### config.mk
export PLATFORM = sky130hd
export DESIGN_NAME = syscall_unit
export DESIGN_NICKNAME = d
export VERILOG_FILES = /design/src/rtl/syscall_unit.sv
export SDC_FILE = /design/constraint.sdc
export NUM_CORES = 1
export LEC_CHECK = 0
export CORE_MARGIN = 5
export CORE_UTILIZATION = 47
export DETAILED_ROUTE_END_ITERATION = 7
export GPL_ROUTABILITY_DRIVEN = 0
export HOLD_SLACK_MARGIN = 0.03
export PLACE_DENSITY_LB_ADDON = 0.2
export SETUP_SLACK_MARGIN = 0.2
export SLEW_MARGIN = 20
export SYNTH_ARGS = -nofsm -noshare
export SYNTH_HDL_FRONTEND = slang
export SYNTH_SLANG_ARGS = --single-unit
### constraint.sdc
create_clock -name clk -period 5.3 [get_ports clk]
set_clock_uncertainty 0.15 [all_clocks]
set_input_delay 0.53 -clock clk [delete_from_list [all_inputs] [get_ports clk]]
set_output_delay 0.53 -clock clk [all_outputs]
set_load 0.02 [all_outputs]
### src/rtl/syscall_unit.sv
// syscall_unit: syscall execution, CPU run/pause/halt control, PC enable and board counters
module syscall_unit #(
    parameter int unsigned CNT_W      = 32,
    parameter int unsigned SCNT_W     = 16,
    parameter logic [31:0] HALT_CODE  = 32'd10,
    parameter logic [31:0] PAUSE_CODE = 32'd50,
    parameter logic [31:0] DEC_CODE   = 32'd1,
    parameter logic [31:0] HEX_CODE   = 32'd34
) (
    input  logic              clk,
    input  logic              rst,
    input  logic              IsSyscall,
    input  logic [31:0]       V0,
    input  logic [31:0]       A0,
    input  logic              Go,
    output logic              PCEn,
    output logic              Halted,
    output logic              Paused,
    output logic [31:0]       DispData,
    output logic              DispHex,
    output logic              DispStb,
    output logic [CNT_W-1:0]  InstrCnt,
    output logic [SCNT_W-1:0] SyscallCnt
);
    typedef enum logic [1:0] {RUN, PAUSE, HALT} state_t;

    state_t              state_q, state_d;
    logic                go_q, go_d;
    logic [31:0]         disp_data_q, disp_data_d;
    logic                disp_hex_q, disp_hex_d;
    logic                disp_stb_q, disp_stb_d;
    logic [CNT_W-1:0]    instr_cnt_q, instr_cnt_d;
    logic [SCNT_W-1:0]   syscall_cnt_q, syscall_cnt_d;
    logic                commit, sc, go_edge, disp_dec, disp_hx;

    // a syscall only takes effect when its instruction commits
    always_comb begin
        commit   = (state_q == RUN);
        sc       = commit & IsSyscall;
        go_edge  = Go & ~go_q;
        disp_dec = sc & (V0 == DEC_CODE);
        disp_hx  = sc & (V0 == HEX_CODE);
    end

    // state register
    always_ff @(posedge clk) begin
        if (rst) state_q <= RUN;
        else     state_q <= state_d;
    end

    // next-state: halt is sticky until reset, pause needs a fresh go edge
    always_comb begin
        state_d = state_q;
        case (state_q)
            RUN:     state_d = (sc && V0 == HALT_CODE)  ? HALT :
                               (sc && V0 == PAUSE_CODE) ? PAUSE : RUN;
            PAUSE:   state_d = go_edge ? RUN : PAUSE;
            HALT:    state_d = HALT;
            default: state_d = RUN;
        endcase
    end

    // outputs decoded from the registered state
    always_comb begin
        PCEn   = (state_q == RUN);
        Halted = (state_q == HALT);
        Paused = (state_q == PAUSE);
    end

    // display, go history and counter next values
    always_comb begin
        go_d          = Go;
        disp_data_d   = (disp_dec | disp_hx) ? A0 : disp_data_q;
        disp_hex_d    = disp_hx ? 1'b1 : disp_dec ? 1'b0 : disp_hex_q;
        disp_stb_d    = disp_dec | disp_hx;
        instr_cnt_d   = (commit && !(&instr_cnt_q)) ? instr_cnt_q + CNT_W'(1) : instr_cnt_q;
        syscall_cnt_d = sc ? syscall_cnt_q + SCNT_W'(1) : syscall_cnt_q;
    end

    // datapath registers
    always_ff @(posedge clk) begin
        if (rst) begin
            go_q          <= 1'b0;
            disp_data_q   <= '0;
            disp_hex_q    <= 1'b0;
            disp_stb_q    <= 1'b0;
            instr_cnt_q   <= '0;
            syscall_cnt_q <= '0;
        end else begin
            go_q          <= go_d;
            disp_data_q   <= disp_data_d;
            disp_hex_q    <= disp_hex_d;
            disp_stb_q    <= disp_stb_d;
            instr_cnt_q   <= instr_cnt_d;
            syscall_cnt_q <= syscall_cnt_d;
        end
    end

    assign DispData   = disp_data_q;
    assign DispHex    = disp_hex_q;
    assign DispStb    = disp_stb_q;
    assign InstrCnt   = instr_cnt_q;
    assign SyscallCnt = syscall_cnt_q;
endmodule

==> run summary, run 1 <==
share of post-route cells with drive strength above 1 = 0.0494
number of port buffers = 152
crit share post-route = 0.502
Via density = 5.30
Post-CTS Hold Buffers = 0
Worst Hold Class = reg2reg
Post-CTS Setup Repair Bufs = 0
reg2reg path depth = 5
FMAX = 0.376 GHz
cell area after layout = 5610 um2
synthesized cell area = 3860 um2
Synth Warn # = 0
Critical Path End = DispData[0]
Max-Cap Viols = 0
post-synth top area share = 0.440
Max-Slew Margin vs Limit = 0.502
CP startpoint = V0[17]
Remaining DRCs = 0
Initial Util = 0.475
Post-DRT Antenna Nets = 0
fin nets = 634
FP Rows = 33
Final Setup Violations = 0
Clock Sinks = 85
Worst-Skew Late Latency = 0.34 ns
die area = 10,100 um2
clock tree buffer depth = 2
initial antenna violation count = 0
root buffer cell = clkbuf_8
CP Capture Type = register
post-synthesis sequential area ratio = 0.440
asr flop ratio synth = 0
core area = 8130 um2
worst slew pin tran = 0.747 ns
area post-placement = 5410 um2
RR Startpoint = InstrCnt[0]
routed wire length = 10,500 um
CTS tree = yes
die width = 101 um
Netlist cell types = 47
fin crit period = 2.66 ns
final worst slack = 2.64 ns
EDFF count, synth = 0
CTS buffer count = 9
critical setup path kind = in2reg
Layout area overhead = 45.2%
first-pass GRT wire length = 16,900 um
arrival time of the worst setup path = 2.72 ns
vias = 3,562
CP max FO = 33
synthesized area per cell = 9.14 um2
M1 WL = 4330 um
Clk pin slew, worst setup/hold paths = 0.08 ns
CP required = 5.36 ns
Mapped Cells = 423
Post-synth top flop = dfxtp_1
largest net degree at the start of global routing = 46
vias in the first global route = 3,513
most common cell in the netlist = dfxtp_1
CP Launch Type = primary input
Area contributors post-synth = dfxtp_1, mux2i_1, nor2_1
leakage = 0.00178 uW
outcome = complete, no violations
Final TNS setup = 0 ns
# resized after CTS = 0
Avg WL per Cell = 15.6 um
Synthesized Nets = 493
Die Y = 101 um
pre-CTS WS = 2.30 ns
maximum VDD drop = 0.122 mV
IO Count = 153
total global routing overflow = 0
Synth top cells by count = dfxtp_1, nor2_1, mux2i_1, xnor2_1
Fin. Hold Viols = 0
GRT Total Usage = 0.206
ant diodes = 0
1st-pass router iterations = 4
RSZ-0062 raised after global routing = false
Detail Placement HPWL = 7720 um
R2R setup slack = 2.79 ns
wire length on met3 = 929 um
area leader, netlist = dfxtp_1
DR iter-0 viols = 116
H-tree depth = 3
routed wl met2 = 5070 um
max-slew violation count = 0
#FFs+latches synth = 85
PD cells = 217 nW/um2
r2r endpoint = InstrCnt[4]
Highest Signal Layer = met4
## report_power, final
group / leakage [uW] / switching, uW / internal (uW)
Sequential: 0.000686 / 5.19 / 642
Clock: 0.0000945 / 219 / 261
Combinational: 0.00100 / 33.8 / 56.8
## cell usage in the layout, fill, tap and decap left out, types with 2 or more instances in the layout
cell type,count
a311oi_1,3
buf_4,2
clkbuf_8,9
or3_1,6
nor3_2,2
o21ai_0,7
clkinvlp_4,2
nand3_1,11
nand2_1,21
bufinv_16,2
a2111oi_1,2
dfxtp_1,85
nor2_1,78
nand4_1,21
nor3_1,8
xor2_1,9
or4_1,2
mux2i_1,34
ha_1,2
clkdlybuf4s50_1,151
o21bai_1,2
nand4b_1,2
a21oi_1,13
inv_1,4
and2_1,3
o31ai_1,3
nor4_1,16
and4_1,7
a2111oi_2,4
and3_1,4
a211oi_1,3
xnor2_1,27
nor2b_1,4
## critical path, cell delays in order
cell             delay, ns
clkdlybuf4s50_1       0.39
nor4_1                0.33
nand4_1               0.31
nor4_4                0.33
buf_4                 0.50
mux2i_1               0.26
nor2_1                0.06
## how the worst min path moves through the flow
stage | startpoint | to | slack, ns | cells after the start
global route | DispData[2] | DispData[2] | 0.37 | 2
finish | DispData[29] | DispData[29] | 0.34 | 2
detailed placement | DispData[29] | DispData[29] | 0.33 | 2
global placement | DispData[18] | DispData[18] | 0.32 | 2
floorplan | go_q | state_q[0] | 0.33 | 2
CTS | DispData[29] | DispData[29] | 0.35 | 2
## layout make-up
cell class | count | area [um2]
multi-input cells | 310 | 2030
well taps | 105 | 131
clock inverters | 4 | 75.1
inverters | 4 | 15.0
flip-flops and latches | 85 | 1700
repair buffers | 154 | 1530
fillers | 686 | 2520
clock buffers | 10 | 128
## logic make-up after synthesis
group | share of synthesized area
AND/OR/NAND/NOR | 0.268
flip-flops | 0.440
AO/OA/AOI/OAI | 0.0780
XOR/XNOR | 0.0816
multiplexers | 0.0910
buffers and inverters | 0.0350
adder cells (fa/ha/maj) | 0.00647
## registers in the layout (all words and copies together), names as in the netlist
signal	count
DispHex	1
DispData	32
InstrCnt	32
go_q	1
SyscallCnt	16
DispStb	1
state_q	2
## per-layer routing
| layer | vias up | GRT usage |
|---|---|---|
| met4 | 0 | 0.0611 |
| li1 | 1788 | - |
| met1 | 1636 | 0.245 |
| met5 | - | 0 |
| met3 | 15 | 0.0886 |
| met2 | 123 | 0.337 |
## metrics by stage
step	hold WS (ns)	utilization	total power, uW	instances
finish	0.343	0.690	1220	672
global placement	0.321	0.665	750	658
CTS	0.352	0.690	1230	672
detailed placement	0.335	0.665	753	658
floorplan	0.326	-	688	423
global route	0.371	0.690	1270	672
(Power assumes the default switching activity.)
==> inputs of run 2 (changes only) <==
--- a/config.mk
+++ b/config.mk
@@ -6,7 +6,7 @@
 export NUM_CORES = 1
 export LEC_CHECK = 0
 export CORE_MARGIN = 5
-export CORE_UTILIZATION = 47
+export CORE_UTILIZATION = 39
 export DETAILED_ROUTE_END_ITERATION = 7
 export GPL_ROUTABILITY_DRIVEN = 0
 export HOLD_SLACK_MARGIN = 0.03
==> constraint.sdc (replaced) <==
create_clock -name clk -period 2.3 [get_ports clk]
set_clock_uncertainty 0.15 [all_clocks]
set_input_delay 0.23 -clock clk [delete_from_list [all_inputs] [get_ports clk]]
set_output_delay 0.23 -clock clk [all_outputs]
set_load 0.02 [all_outputs]
==> run 2 against run 1 <==
  * Total power increased by 140%
  * Highest routed layer unchanged
  * Utilization decreased by 7.4 points
  * Global-route usage decreased by 2.0 points
  * Clock-buffer cell count increased by 1
  * Sequential share of layout area decreased by 1.7 points
  * Die area increased by 18%
  * Largest power group unchanged
  * Wire length increased by 3.5%
  * Combinational power increased by 140%
==> run summary, run 2 (synthesized netlist as in run 1, its figures left out) <==
FP Rows = 36 (+9.1%)
initial antenna violation count = 0 (unchanged)
final worst slack = 0.266 ns (-2.37 ns)
H-tree depth = 3 (unchanged)
CTS tree = yes
die width = 110 um (+8.8%)
core area = 9730 um2 (+20%)
Via density = 5.05 (-4.7%)
cell internal pwr = 2290 uW (+140%)
Sw Share = 0.219 (+0.00739)
Net Switching = 643 uW (+150%)
Die Y = 110 um (+8.8%)
area post-placement = 5640 um2 (+4.3%)
share of post-route cells with drive strength above 1 = 0.131 (+0.0813)
final core utilization = 0.616 (-0.0739)
R2R setup slack = 0.27 ns (-2.52 ns)
first-pass GRT wire length = 17,600 um (+3.7%)
fin crit period = 2.03 ns
Worst Hold Class = in2reg
most frequent cells in the layout = clkdlybuf4s50_1, dfxtp_1, nor2_1
Critical Path End = InstrCnt[21]
Max-Cap Viols = 0 (unchanged)
Remaining DRCs = 0 (unchanged)
DR iter-0 viols = 95 (-18%)
CP max FO = 16 (-52%)
crit share post-route = 0.885
maximum VDD drop = 0.316 mV (+160%)
CP required = 2.41 ns (-2.95 ns)
reg2reg path depth = 5 (unchanged)
Avg WL per Cell = 14.9 um (-4.7%)
clock tree buffer depth = 2 (unchanged)
vias in the first global route = 3,566 (+1.5%)
GRT Total Usage = 0.186 (-0.0201)
cell area after layout = 5990 um2 (+6.8%)
total placed cells including tap cells = 708 (+7.6%)
1st-pass router iterations = 4 (unchanged)
Clk network pwr share = 0.418 (+0.024)
pre-CTS WS = -0.135 ns (-2.43 ns)
vias = 3,687 (+3.5%)
Fin. Hold Viols = 0 (unchanged)
Final Non-Filler Cells = 730 (+8.6%)
PD cells = 490 nW/um2 (+130%)
r2r endpoint = InstrCnt[21]
Final Setup Violations = 0 (unchanged)
Layout area overhead = 55.0%
die area = 12,000 um2 (+18%)
Clk pin slew, worst setup/hold paths = 0.09 ns (about the same)
Clock Sinks = 85 (unchanged)
leakage = 0.00197 uW (+10%)
IO Count = 153 (unchanged)
number of port buffers = 152 (unchanged)
fin nets = 662 (+4.4%)
FMAX = 0.492 GHz
max-slew violation count = 0 (unchanged)
Critical Path Stages = 5 (-2)
ant diodes = 0 (unchanged)
CP top delay family = simple AND/OR/NAND/NOR gates
commonest non-fill, non-tap cell in the layout = clkdlybuf4s50_1
Buf+Inv Stages, Crit Path = 0 (-2)
Max-Slew Margin vs Limit = 0.585 (+0.0832)
CP Launch Type = register
arrival time of the worst setup path = 2.14 ns (-0.58 ns)
Detail Placement HPWL = 8030 um (+3.9%)
Initial Util = 0.397 (-0.0779)
largest net degree at the start of global routing = 40 (-13%)
crit-path max cell delay = 0.46 ns (-0.04 ns)
CTS buffer count = 9 (unchanged)
critical setup path kind = reg2reg
Worst-Skew Late Latency = 0.36 ns (+0.02 ns)
CP startpoint = InstrCnt[23]
RSZ-0062 raised after global routing = false
Slowest-stage cell, CP = a2111oi_2
routed wire length = 10,900 um (+3.5%)
worst slew pin tran = 0.622 ns (-0.125 ns)
Gate power share = 0.075 (about the same)
CP Capture Type = register
outcome = complete, no violations
Post-DRT Antenna Nets = 0 (unchanged)
Post-CTS Hold Buffers = 0 (unchanged)
root buffer cell = clkbuf_8
CP cell instances = and4_2 -> and4b_2 -> a2111oi_2 -> xnor2_1 -> nor2_1
Final TNS setup = 0 ns (unchanged)
Reg power frac = 0.508 (-0.024)
total global routing overflow = 0 (unchanged)
RR Startpoint = InstrCnt[23]
## run 2: changes by cell type in the layout (fill, tap and decap cells not counted), sizes merged
cell,delta
clkinv,+3
clkbuf,+2
buf,+27
clkinvlp,-2
## run 2: cell type report
class,instances,area (um2)
Multi-Input combinational cell,310,2080
Tap cell,133,166
Inverter,4,15.0
Fill cell,872,3740
Sequential cell,85,1710
Timing Repair Buffer,182,1780
Clock inverter,5,82.6
Clock buffer,11,151
## run 2: per-layer routing
metal | GRT usage | up-vias | wire (um)
met4 | 0.0730 | 0 | 203
li1 | - | 1846 | -
met1 | 0.222 | 1723 | 4520
met2 | 0.295 | 100 | 5220
met5 | 0 | - | 0
met3 | 0.0775 | 18 | 920
## run 2: through the flow
step                power (uW)  hold slack (ns)
detailed placement        1740            0.330
global route              3070            0.242
finish                    2940            0.214
floorplan                 1590            0.209
CTS                       2970            0.223
global placement          1740            0.321
## run 2: worst min-delay path by stage
| stage | depth (start not counted) | end | slack, ns | startpoint |
|---|---|---|---|---|
| global route | 2 | InstrCnt[27] | 0.24 | rst |
| global placement | 2 | DispData[27] | 0.32 | DispData[27] |
| floorplan | 2 | go_q | 0.21 | Go |
| detailed placement | 2 | DispData[26] | 0.33 | DispData[26] |
| finish | 2 | DispData[8] | 0.21 | rst |
| CTS | 2 | InstrCnt[15] | 0.22 | rst |
## run 2: what timing repair did
action | 4_1_cts | 5_1_grt
gates resized for setup | 5 | 14
cloned | 0 | 2
pin swaps | 0 | 5
setup endpoints to repair | 20 | 49
setup buffers | 0 | 4
## run 2: power by group through the flow
stage / Clock, uW / Sequential, uW / Combinational (uW)
floorplan: 0 / 1530 / 52.7
global placement: 0 / 1520 / 214
detailed placement: 0 / 1530 / 219
CTS: 1260 / 1490 / 220
global route: 1340 / 1490 / 236
finish: 1230 / 1490 / 220
==> edit (config.mk and constraints of run 2) <==
Register the output `SyscallCnt` once more, cleared by the reset; this adds one clock of latency there. The other outputs are not delayed to match.
--- a/src/rtl/syscall_unit.sv
+++ b/src/rtl/syscall_unit.sv
@@ -100,6 +100,12 @@
     assign DispHex    = disp_hex_q;
     assign DispStb    = disp_stb_q;
     assign InstrCnt   = instr_cnt_q;
-    assign SyscallCnt = syscall_cnt_q;
+    always_ff @(posedge clk) begin
+        if (rst) begin
+            SyscallCnt <= '0;
+        end else begin
+            SyscallCnt <= syscall_cnt_q;
+        end
+    end
 endmodule
 
Formal check against the unedited RTL: not equivalent (Yosys sat finds a counterexample within 4 cycles, from zero or initial values and one cycle with rst high).
==> edit against run 2 <==
  * Total power rose by 4.8%
  * Worst hold slack got worse by 50 ps
  * Clock power fell by 11%
  * Die area rose by 9.4%
  * Highest routed layer unchanged
  * Area after synthesis rose by 10%
  * Sequential cell count rose by 16
  * Wire length rose by 8.8%
  * Final area rose by 7.8%
  * Setup slack got worse by 25 ps
==> edit: results <==
export IMPL_run_status="finished, final reports clean"
export IMPL_synthXorXnorAreaFrac_pct=3.49
export IMPL_ys_types=53
export IMPL_max_stage_delay_ps=640
export IMPL_hold_ws_ps=165
export IMPL_path_clk_slew_ps=110
export IMPL_path_max_fanout=6
export IMPL_fmax_ghz=0.486
export IMPL_worst_path_max_delay_cell="or4_4"
export IMPL_wl_per_cell_um=15.0
export IMPL_num_fill_cells=939
export IMPL_synth_cells=468
export IMPL_drive_above_1_share_pct=13.4
export IMPL_track_usage_pct=17.6
export IMPL_synth_mux_area_share_pct=9.27
export IMPL_syn_num_nets=538
export IMPL_r2r_start="InstrCnt[19]$_SDFFE_PP0P_"
export IMPL_yosys_top_cells_count="dfxtp_1, nor2_1, mux2i_1"
export IMPL_grt_pass1_wl_mm=18.8
export IMPL_seq_area_frac_synth_pct=47.4
export IMPL_ys_top_cells_by_area="dfxtp_1, mux2i_1, nor2_1"
export IMPL_hpwlAfterDp_mm=8.69
export IMPL_min_to="syscall_cnt_q[15]$_SDFFE_PP0P_"
export IMPL_grt_pass1_vias=3839
export IMPL_fin_nets=712
export IMPL_place_ws_ps=-85.4
export IMPL_synth_compound_area_share_pct=7.77
export IMPL_r2r_end="InstrCnt[20]$_SDFFE_PP0P_"
export IMPL_cts_resized=9
export IMPL_reg2reg_slack_ps=240
export IMPL_ir_drop_mv=0.390
-- edit: cell count changes after synthesis, moves of 5 or more --
cell     before  now
nor2b_1       4   24
xnor2_1      27    8
dfxtp_1      85  101
nor2_1       78   68
a21oi_1      13   21
o21ai_1       0    8
or3_1         6   13
or4_1         2    9
nand2_1      21   27
nor3_1        8   14
and4_1        7    2
-- edit: cell families after synthesis --
kind of cell    Yosys count
compound gates           56
xor+xnor                 17
fa+ha+maj                 2
buf+inv                  28
flops                   101
mux                      39
simple gates            225
-- edit: layout make-up --
cell class,count,area [um^2],share of cell area [%]
Multi-Input combinational cell,340,2230,34.6
Sequential cell,101,2040,31.5
Timing Repair Buffer,183,1790,27.8
Tap cell,140,175,2.71
Clock buffer,9,124,1.92
Clock inverter,7,68.8,1.07
Inverter,7,26.3,0.407
-- edit: where the power goes --
part | switching, mW | internal, mW
sequential | 0.0118 | 1.76
clock | 0.677 | 0.419
combinational | 0.0761 | 0.135
total | 0.765 | 2.31
-- edit: metal layers --
metal  global-route usage [%]  wire length, um  vias to the layer above
li1                         -                -                     2017
met1                     22.0             4950                     1888
met2                     28.1             5800                      111
met3                     6.55              854                       15
met4                     5.23              209                        0
met5                        0                0                        -
-- edit: how the worst max path moves through the flow --
stage | start | end
floorplan | InstrCnt[0]$_SDFFE_PP0P_ | InstrCnt[25]$_SDFFE_PP0P_
global placement | V0[9] | DispData[5]$_SDFFE_PP0P_
detailed placement | V0[9] | DispData[5]$_SDFFE_PP0P_
CTS | InstrCnt[6]$_SDFFE_PP0P_ | InstrCnt[14]$_SDFFE_PP0P_
global route | InstrCnt[0]$_SDFFE_PP0P_ | InstrCnt[18]$_SDFFE_PP0P_
finish | InstrCnt[19]$_SDFFE_PP0P_ | InstrCnt[20]$_SDFFE_PP0P_
